### config.mk
export PLATFORM = sky130hd
export DESIGN_NAME = mem_arbiter_rr
export DESIGN_NICKNAME = d
export VERILOG_FILES = /design/src/rtl/mem_arbiter_rr.sv
export SDC_FILE = /design/constraint.sdc
export NUM_CORES = 1
export LEC_CHECK = 0
export ABC_AREA = 1
export CAP_MARGIN = 40
export CORE_AREA = 2 2 117 119
export CTS_BUF_LIST = sky130_fd_sc_hd__clkbuf_2
export DETAILED_ROUTE_END_ITERATION = 7
export DIE_AREA = 0 0 119 121
export PLACE_DENSITY = 0.54
export SLEW_MARGIN = 30
export SYNTH_ARGS = -nofsm -noshare
export SYNTH_HDL_FRONTEND = slang
export SYNTH_SLANG_ARGS = --single-unit
### constraint.sdc
create_clock -name clk_i -period 2.3 [get_ports clk_i]
set_clock_uncertainty 0.2 [all_clocks]
set_input_delay 0.575 -clock clk_i [delete_from_list [all_inputs] [get_ports clk_i]]
set_output_delay 0.575 -clock clk_i [all_outputs]
set_load 0.03 [all_outputs]
### src/rtl/mem_arbiter_rr.sv
// mem_arbiter_rr: N-port arbiter in front of the single external memory bus.
// Ownership is locked from the first request cycle until memory returns
// ready, so a transfer in flight is never pre-empted. Arbitration in IDLE is
// combinational (fixed priority or round-robin), giving zero added latency.
//
//  state  | meaning
//  -------+-----------------------------------------------------------
//  IDLE   | no transfer locked; winner picked combinationally from valids
//  LOCKED | transfer in flight; mem bus driven by owner until ready
module mem_arbiter_rr #(
    parameter int N_PORTS = 2,
    parameter int ADDR_W  = 32,
    parameter int DATA_W  = 32,
    parameter int MODE    = 0
) (
    input  logic                        clk_i,
    input  logic                        reset_ni,
    input  logic [N_PORTS-1:0]          req_valid_i,
    input  logic [N_PORTS-1:0]          req_write_i,
    input  logic [N_PORTS*ADDR_W-1:0]   req_addr_i,
    input  logic [N_PORTS*DATA_W-1:0]   req_wr_data_i,
    output logic [N_PORTS-1:0]          req_ready_o,
    output logic [N_PORTS*DATA_W-1:0]   req_rd_data_o,
    output logic                        mem_valid_o,
    output logic                        mem_write_o,
    output logic [ADDR_W-1:0]           mem_addr_o,
    output logic [DATA_W-1:0]           mem_wr_data_o,
    input  logic [DATA_W-1:0]           mem_rd_data_i,
    input  logic                        mem_ready_i,
    output logic [N_PORTS-1:0]          grant_o,
    output logic                        busy_o
);

    localparam int IDX_W = (N_PORTS > 1) ? $clog2(N_PORTS) : 1;
    localparam logic [IDX_W:0]   N_W  = (IDX_W+1)'(N_PORTS);
    localparam logic [IDX_W-1:0] LAST = IDX_W'(N_PORTS - 1);

    typedef enum logic {
        S_IDLE   = 1'b0,
        S_LOCKED = 1'b1
    } state_t;

    state_t             state, state_nxt;
    logic [IDX_W-1:0]   owner, owner_nxt;
    logic [IDX_W-1:0]   rr_ptr, rr_ptr_nxt;

    logic [IDX_W-1:0]     base;
    logic [2*N_PORTS-1:0] rot_full;
    logic [N_PORTS-1:0]   rot;
    logic [IDX_W:0]       sum;
    logic                 win_found;
    logic [IDX_W-1:0]     win_idx;
    logic                 owner_valid;
    logic [IDX_W-1:0]     sel;
    logic                 active;

    // Search the valids starting at the priority base (0 or rr_ptr), wrapping.
    always_comb begin
        base      = (MODE == 1) ? rr_ptr : '0;
        rot_full  = {req_valid_i, req_valid_i} >> base;
        rot       = rot_full[N_PORTS-1:0];
        win_found = 1'b0;
        win_idx   = '0;
        sum       = '0;
        for (int i = 0; i < N_PORTS; i++) begin
            if (!win_found && rot[i]) begin
                win_found = 1'b1;
                sum       = {1'b0, base} + (IDX_W+1)'(i);
                if (sum >= N_W) begin
                    sum = sum - N_W;
                end
                win_idx = sum[IDX_W-1:0];
            end
        end
    end

    // State, owner and round-robin pointer registers.
    always_ff @(posedge clk_i or negedge reset_ni) begin
        if (!reset_ni) begin
            state  <= S_IDLE;
            owner  <= '0;
            rr_ptr <= '0;
        end else begin
            state  <= state_nxt;
            owner  <= owner_nxt;
            rr_ptr <= rr_ptr_nxt;
        end
    end

    // Next-state logic and mem/requester side muxing; everything reads 0 in reset.
    always_comb begin
        state_nxt     = state;
        owner_nxt     = owner;
        rr_ptr_nxt    = rr_ptr;
        owner_valid   = 1'b0;
        sel           = '0;
        active        = 1'b0;
        mem_valid_o   = 1'b0;
        mem_write_o   = 1'b0;
        mem_addr_o    = '0;
        mem_wr_data_o = '0;
        grant_o       = '0;
        req_ready_o   = '0;

        for (int k = 0; k < N_PORTS; k++) begin
            if (owner == IDX_W'(k)) begin
                owner_valid = req_valid_i[k];
            end
        end

        case (state)
            S_IDLE: begin
                sel    = win_idx;
                active = win_found & reset_ni;
                if (active && !mem_ready_i) begin
                    state_nxt = S_LOCKED;
                    owner_nxt = win_idx;
                end
            end
            S_LOCKED: begin
                sel    = owner;
                active = owner_valid & reset_ni;
                // Owner dropping valid early is a protocol error: release the bus.
                if (!active || mem_ready_i) begin
                    state_nxt = S_IDLE;
                end
            end
            default: begin
                state_nxt = S_IDLE;
            end
        endcase

        if ((MODE == 1) && active && mem_ready_i) begin
            rr_ptr_nxt = (sel == LAST) ? '0 : sel + IDX_W'(1);
        end

        mem_valid_o = active;
        for (int k = 0; k < N_PORTS; k++) begin
            if (active && (sel == IDX_W'(k))) begin
                mem_write_o    = req_write_i[k];
                mem_addr_o     = req_addr_i[k*ADDR_W +: ADDR_W];
                mem_wr_data_o  = req_wr_data_i[k*DATA_W +: DATA_W];
                grant_o[k]     = 1'b1;
                req_ready_o[k] = mem_ready_i;
            end
        end
    end

    assign req_rd_data_o = reset_ni ? {N_PORTS{mem_rd_data_i}} : '0;
    assign busy_o        = (state == S_LOCKED);

endmodule

==> metrics, run 1 <==
status finished, violations left; failing checks negative setup slack; RR Startpoint busy_o; antenna violations before repair 0; CTS tree done; slew margin rel. 0.789; upper clock frequency limit 399 MHz; dpl cells 783; worst slack at placement -0.667 ns; Post-Syn Instances approximately 350; actual transition at the worst max-transition pin 0.315 ns; Crit Path Category input pin to output pin; area delta synth->final 288%; cell area after synthesis 0.00176 mm2; R2R depth 6; Reg power frac 0.022; Via Count 3684; Worst Hold Class input pin to asynchronous set/reset pin; Num CTS Buffers 3; clk_lat worst skew 0.20 ns; Max VDD drop ~0.17 mV; Starting Density 0.134; ANT cells 0; flops & latches, synth 2; sw frac 0.486; CP Capture Type output pin; Synth area leaders nand3_1 37%, nand2_1 23%, buf_4 14%, inv_1 8.3%, buf_6 5.1%; DIE AREA 0.0144 mm2; area leader, netlist nand3_1; drt pass-1 iters 5; Combinational Power Share 0.953; Critical Path Source Type input pin; Tmin final 2.51 ns; clock power share 0.026; CTS Root Cell clkbuf_2; clk buf depth 2; DR WL/cell ~18 um; global-route wire length before repair 19300 um; vias in the first global route 3593; Starting DRT DRC Count around 110; clock-pin slew of the registers on the worst-case setup and hold paths 0.03 ns; Final WS setup -0.206 ns; IO Pins 302; Final setup viols 70; final non-filler cell total roughly 840; post-layout util 0.521; pin count of the biggest net entering global routing 33; synthesized netlist net count roughly 520; Net Switching 1.08 mW; Leak 3.10 nW; Netlist cell types 18; Syn. warnings 0; max-cap violation count 0; Worst Path Required around 1.5 ns; Post-DP HPWL 8500 um; global-route usage over all layers 0.168; Die H 121 um; final slew viol count 0; Nets a little over 800; average size of a mapped cell between 4 and 5 um2; # H-tree levels 1; Synth top area share 0.373; GPL Wtd Cong ~0.83; fill cell count around 1100; DRC 0; reg2reg end owner; Fin Hold WS 0.0656 ns; Pwr Density 326 mW/mm2; storage element area 52.6 um2; Die X 119 um; layout cells sized above 1 0.594; fin crit share 1.09; Final Hold Viols 0; Post-Route WL 15300 um; ANT nets after route 0; EDFF count, synth 0; setup slack, reg-to-reg between 0.8 and 0.9 ns; Crit Path Max Fanout 9; Sink Count 2; total internal power 1.14 mW; sequential fraction of the synthesis area 0.0285; Power, Total ~2.2 mW; gr ovfl total 0; Core Area 0.0131 mm2; # hold bufs at CTS 0; area taken by multi-input logic gates between 0.002 and 0.0025 mm2; ys flop type dfrtp_1; Port Buffers 301; CP arrival 1.73 ns; RSZ-0062 raised after global routing true; drt via density 4.41; Rows 42; async set-or-reset flop fraction in the synthesized netlist 1.00
[worst max path at each step]
stage	startpoint	endpoint	slack (ns)	cells after the start
after floorplan	reset_ni	mem_addr_o[22]	0.008	9
after global placement	req_valid_i[0]	mem_wr_data_o[17]	-0.64	9
after detailed placement	req_valid_i[0]	mem_wr_data_o[24]	-0.67	9
after CTS	busy_o	mem_addr_o[18]	-0.15	9
after global routing	req_valid_i[0]	mem_wr_data_o[13]	-0.26	9
final	req_valid_i[0]	mem_wr_data_o[13]	-0.21	9
[layer usage]
layer	share of wire	wire length [um]	global-route usage
met1	0.36	5570	0.188
met2	0.54	8270	0.328
met3	0.076	1150	0.0362
met4	0.019	283	0.0283
met5	0	0	0
[sequential cells by signal (all words and copies together) (netlist names)]
register,count
busy_o,1
owner,1
[timing repair]
action                     4_1_cts  5_1_grt
hold endpoints to repair         0        0
pin swaps                        8       37
setup buffers                   21        4
gates resized for setup        166      106
setup endpoints to repair      134       70
cloned                          16       14
[synth_stat cells, types with 2 or more instances]
cell type / number
dfrtp_1: 2
nor2_1: 3
buf_6: 8
buf_1: 2
clkbuf_1: 5
inv_1: 39
nand3_1: 131
buf_4: 33
buf_2: 16
nand2_1: 107
[layout make-up]
cell class / instances / share of cell area
flip-flops and latches: 2 / 0.00771
clock buffers: 3 / 0.00220
well taps: 176 / 0.0323
inverters: 41 / 0.0255
repair buffers: 367 / 0.623
multi-input cells: 247 / 0.309
[cells by family after synthesis]
kind of cell / after synthesis / synth area share
AO/OA/AOI/OAI: 4 / 0.0135
buffers and inverters: 105 / 0.340
flip-flops: 2 / 0.0285
AND/OR/NAND/NOR: 243 / 0.618
[cell usage in the layout (no fill, tap or decap), drive strengths merged]
cell | synthesis | layout
nand3 | 132 | 132
o21ai | 3 | 3
clkinv | 1 | 1
nor2 | 3 | 3
a21oi | 1 | 1
buf | 59 | 191
dfrtp | 2 | 2
nand2 | 108 | 108
inv | 40 | 40
clkdlybuf4s50 | 0 | 164
clkbuf | 5 | 15
[stage by stage]
step                      instance area (um2)  setup TNS, ns
final                                    6810          -9.23
after global routing                     6810         -12.75
after CTS                                6010          -8.07
after detailed placement                 4680         -59.35
after global placement                   4680         -55.37
after floorplan                          1930              0
[power by group through the flow]
stage	clock [mW]	combinational, mW	sequential, mW
after floorplan	0	0.728	0.0463
after global placement	0	1.36	0.0464
after detailed placement	0	1.37	0.0463
after CTS	0.0596	1.87	0.0457
after global routing	0.0640	2.21	0.0484
final	0.0573	2.12	0.0480
[worst max-delay path, stage by stage]
cell      delay (ns)
buf_8           0.11
clkinv_8        0.06
nand2_8         0.06
o21ai_4         0.24
buf_4           0.17
buf_12          0.12
nand3_1         0.14
nand2_2         0.10
buf_4           0.16
Power figures use the tool's default switching activity.
==> run 2: changes to the inputs <==
--- a/config.mk
+++ b/config.mk
@@ -7,12 +7,13 @@
 export LEC_CHECK = 0
 export ABC_AREA = 1
 export CAP_MARGIN = 40
-export CORE_AREA = 2 2 117 119
+export CORE_AREA = 2 2 119 121
 export CTS_BUF_LIST = sky130_fd_sc_hd__clkbuf_2
 export DETAILED_ROUTE_END_ITERATION = 7
-export DIE_AREA = 0 0 119 121
-export PLACE_DENSITY = 0.54
+export DIE_AREA = 0 0 121 123
+export PLACE_DENSITY = 0.55
 export SLEW_MARGIN = 30
 export SYNTH_ARGS = -nofsm -noshare
 export SYNTH_HDL_FRONTEND = slang
 export SYNTH_SLANG_ARGS = --single-unit
+export TNS_END_PERCENT = 100
==> constraint.sdc (replaced) <==
create_clock -name clk_i -period 2.22 [get_ports clk_i]
set_clock_uncertainty 0.2 [all_clocks]
set_input_delay 0.555 -clock clk_i [delete_from_list [all_inputs] [get_ports clk_i]]
set_output_delay 0.555 -clock clk_i [all_outputs]
set_load 0.03 [all_outputs]
==> metrics, run 2 (same netlist as run 1, synthesis figures left out) <==
Leak 3.06 nW; design area 0.00675 mm2; sw frac 0.483; final non-filler cell total 838; Num CTS Buffers 3; drt pass-1 iters 4; Nets approximately 830; Die X 121 um; Crit Path Max Fanout 5; clk buf depth 2; RSZ-0062 raised after global routing true; area taken by multi-input logic gates 0.00211 mm2; IO Pins 302; vias in the first global route between 3000 and 4000; Crit Path Category input pin to output pin; dpl cells 787; CP arrival 1.70 ns; Power, Total between 2 and 2.5 mW; setup_tns -12.28 ns; actual transition at the worst max-transition pin 0.317 ns; failing checks negative setup slack; # H-tree levels 1; pin count of the biggest net entering global routing 35; status finished, violations left; layout cells sized above 1 0.604; clock-pin slew of the registers on the worst-case setup and hold paths around 0.04 ns; Fin Hold WS 0.155 ns; Area after DPL 0.00476 mm2; area delta synth->final 284%; DRC 0; Starting Density 0.129; Net Switching around 1.1 mW; clk_lat worst skew around 0.20 ns; GPL Wtd Cong 0.767; CTS Root Cell clkbuf_2; Via Count 3641; Worst Hold Class input pin to asynchronous set/reset pin; Tmin final 2.46 ns; worst slack at placement -0.617 ns; Sink Count 2; drt via density 4.34; CTS tree done; Reg power frac 0.021; clock power share 0.032; Rows between 40 and 50; upper clock frequency limit 407 MHz; fin crit share 1.11; DIE AREA ~0.015 mm2; Starting DRT DRC Count 94; Final Hold Viols 0; slew margin rel. 0.789; Final WS setup -0.236 ns; Port Buffers 301; most common cell after layout, fill and taps aside clkdlybuf4s50_1; global-route wire length before repair 18500 um; # hold bufs at CTS 0; Worst Path Required 1.46 ns; most frequent cells in the layout 163 x clkdlybuf4s50_1, 80 x nand3_2, 75 x buf_6; total internal power approximately 1.2 mW; Pwr Density 334 mW/mm2; Max VDD drop 0.130 mV; Die H 123 um; antenna violations before repair 1; global-route usage over all layers 0.158; Combinational Power Share 0.947; Critical Path Source Type input pin; final slew viol count 0; Post-Route WL 14300 um; DR WL/cell 17.1 um; ANT nets after route 0; storage element area 52.6 um2; gr ovfl total 0; Core Area 0.0136 mm2; CP Capture Type output pin; max-cap violation count 0; Post-DP HPWL 8450 um; Final setup viols 70; post-layout util 0.496; fill cell count 1196
run 2: cell count changes in the layout (fill, tap and decap cells not counted), moves of 4 or more:
cell     delta
buf_16      -4
buf_4       -5
buf_6       +4
nand2_4     +6
nand3_1     -6
nand3_2    +10
nand3_4     -4
run 2: critical path, cell delays in order:
cell	delay (ns)
buf_8	0.10
inv_8	0.06
nand2_4	0.06
o21ai_4	0.20
buf_8	0.15
buf_12	0.13
buf_16	0.12
nand3_1	0.10
nand2_2	0.09
buf_6	0.13
run 2: layer usage:
metal | wire [um] | up-vias | global-route usage
li1 | - | 1720 | -
met4 | 377 | 0 | 0.0487
met3 | 1090 | 26 | 0.0355
met2 | 8050 | 201 | 0.314
met1 | 4800 | 1694 | 0.163
met5 | 0 | - | 0
run 2: path summary, 6_finish.rpt:
check,endpoint,cells after the start,slack [ns],startpoint
max,mem_addr_o[16],10,-0.24,req_valid_i[0]
min,busy_o,2,0.15,reset_ni
max reg2reg,owner,7,0.78,busy_o
min reg2reg,owner,2,0.45,owner
max in group asynchronous,owner,2,1.40,reset_ni
min in group clk_i,owner,2,0.45,owner
run 2: cell type report:
class / count / area share
inverters: 41 / 0.0250
diodes: 1 / 0.000371
multi-input cells: 247 / 0.312
flip-flops and latches: 2 / 0.00779
clock buffers: 4 / 0.00297
well taps: 180 / 0.0334
repair buffers: 363 / 0.618
run 2: timing repair:
action	CTS	global route
setup buffers	24	3
pin swaps	17	48
gates resized for setup	178	97
gates cloned	14	15
setup endpoints to repair	134	70
run 2: power by group through the flow:
stage	clock [mW]	sequential (mW)	combinational, mW
after floorplan	0	0.0482	0.777
after global placement	0	0.0472	1.43
after detailed placement	0	0.0476	1.43
after CTS	0.0770	0.0459	1.94
after global routing	0.0836	0.0488	2.23
final	0.0721	0.0476	2.14
==> run 3: changes to the inputs <==
--- a/config.mk
+++ b/config.mk
@@ -11,6 +11,7 @@
 export CTS_BUF_LIST = sky130_fd_sc_hd__clkbuf_2
 export DETAILED_ROUTE_END_ITERATION = 7
 export DIE_AREA = 0 0 121 123
+export HOLD_SLACK_MARGIN = 0.08
 export PLACE_DENSITY = 0.55
 export SLEW_MARGIN = 30
 export SYNTH_ARGS = -nofsm -noshare
==> results of run 3 <==
No change in the layout: final DEF, timing and power equal those of run 2.
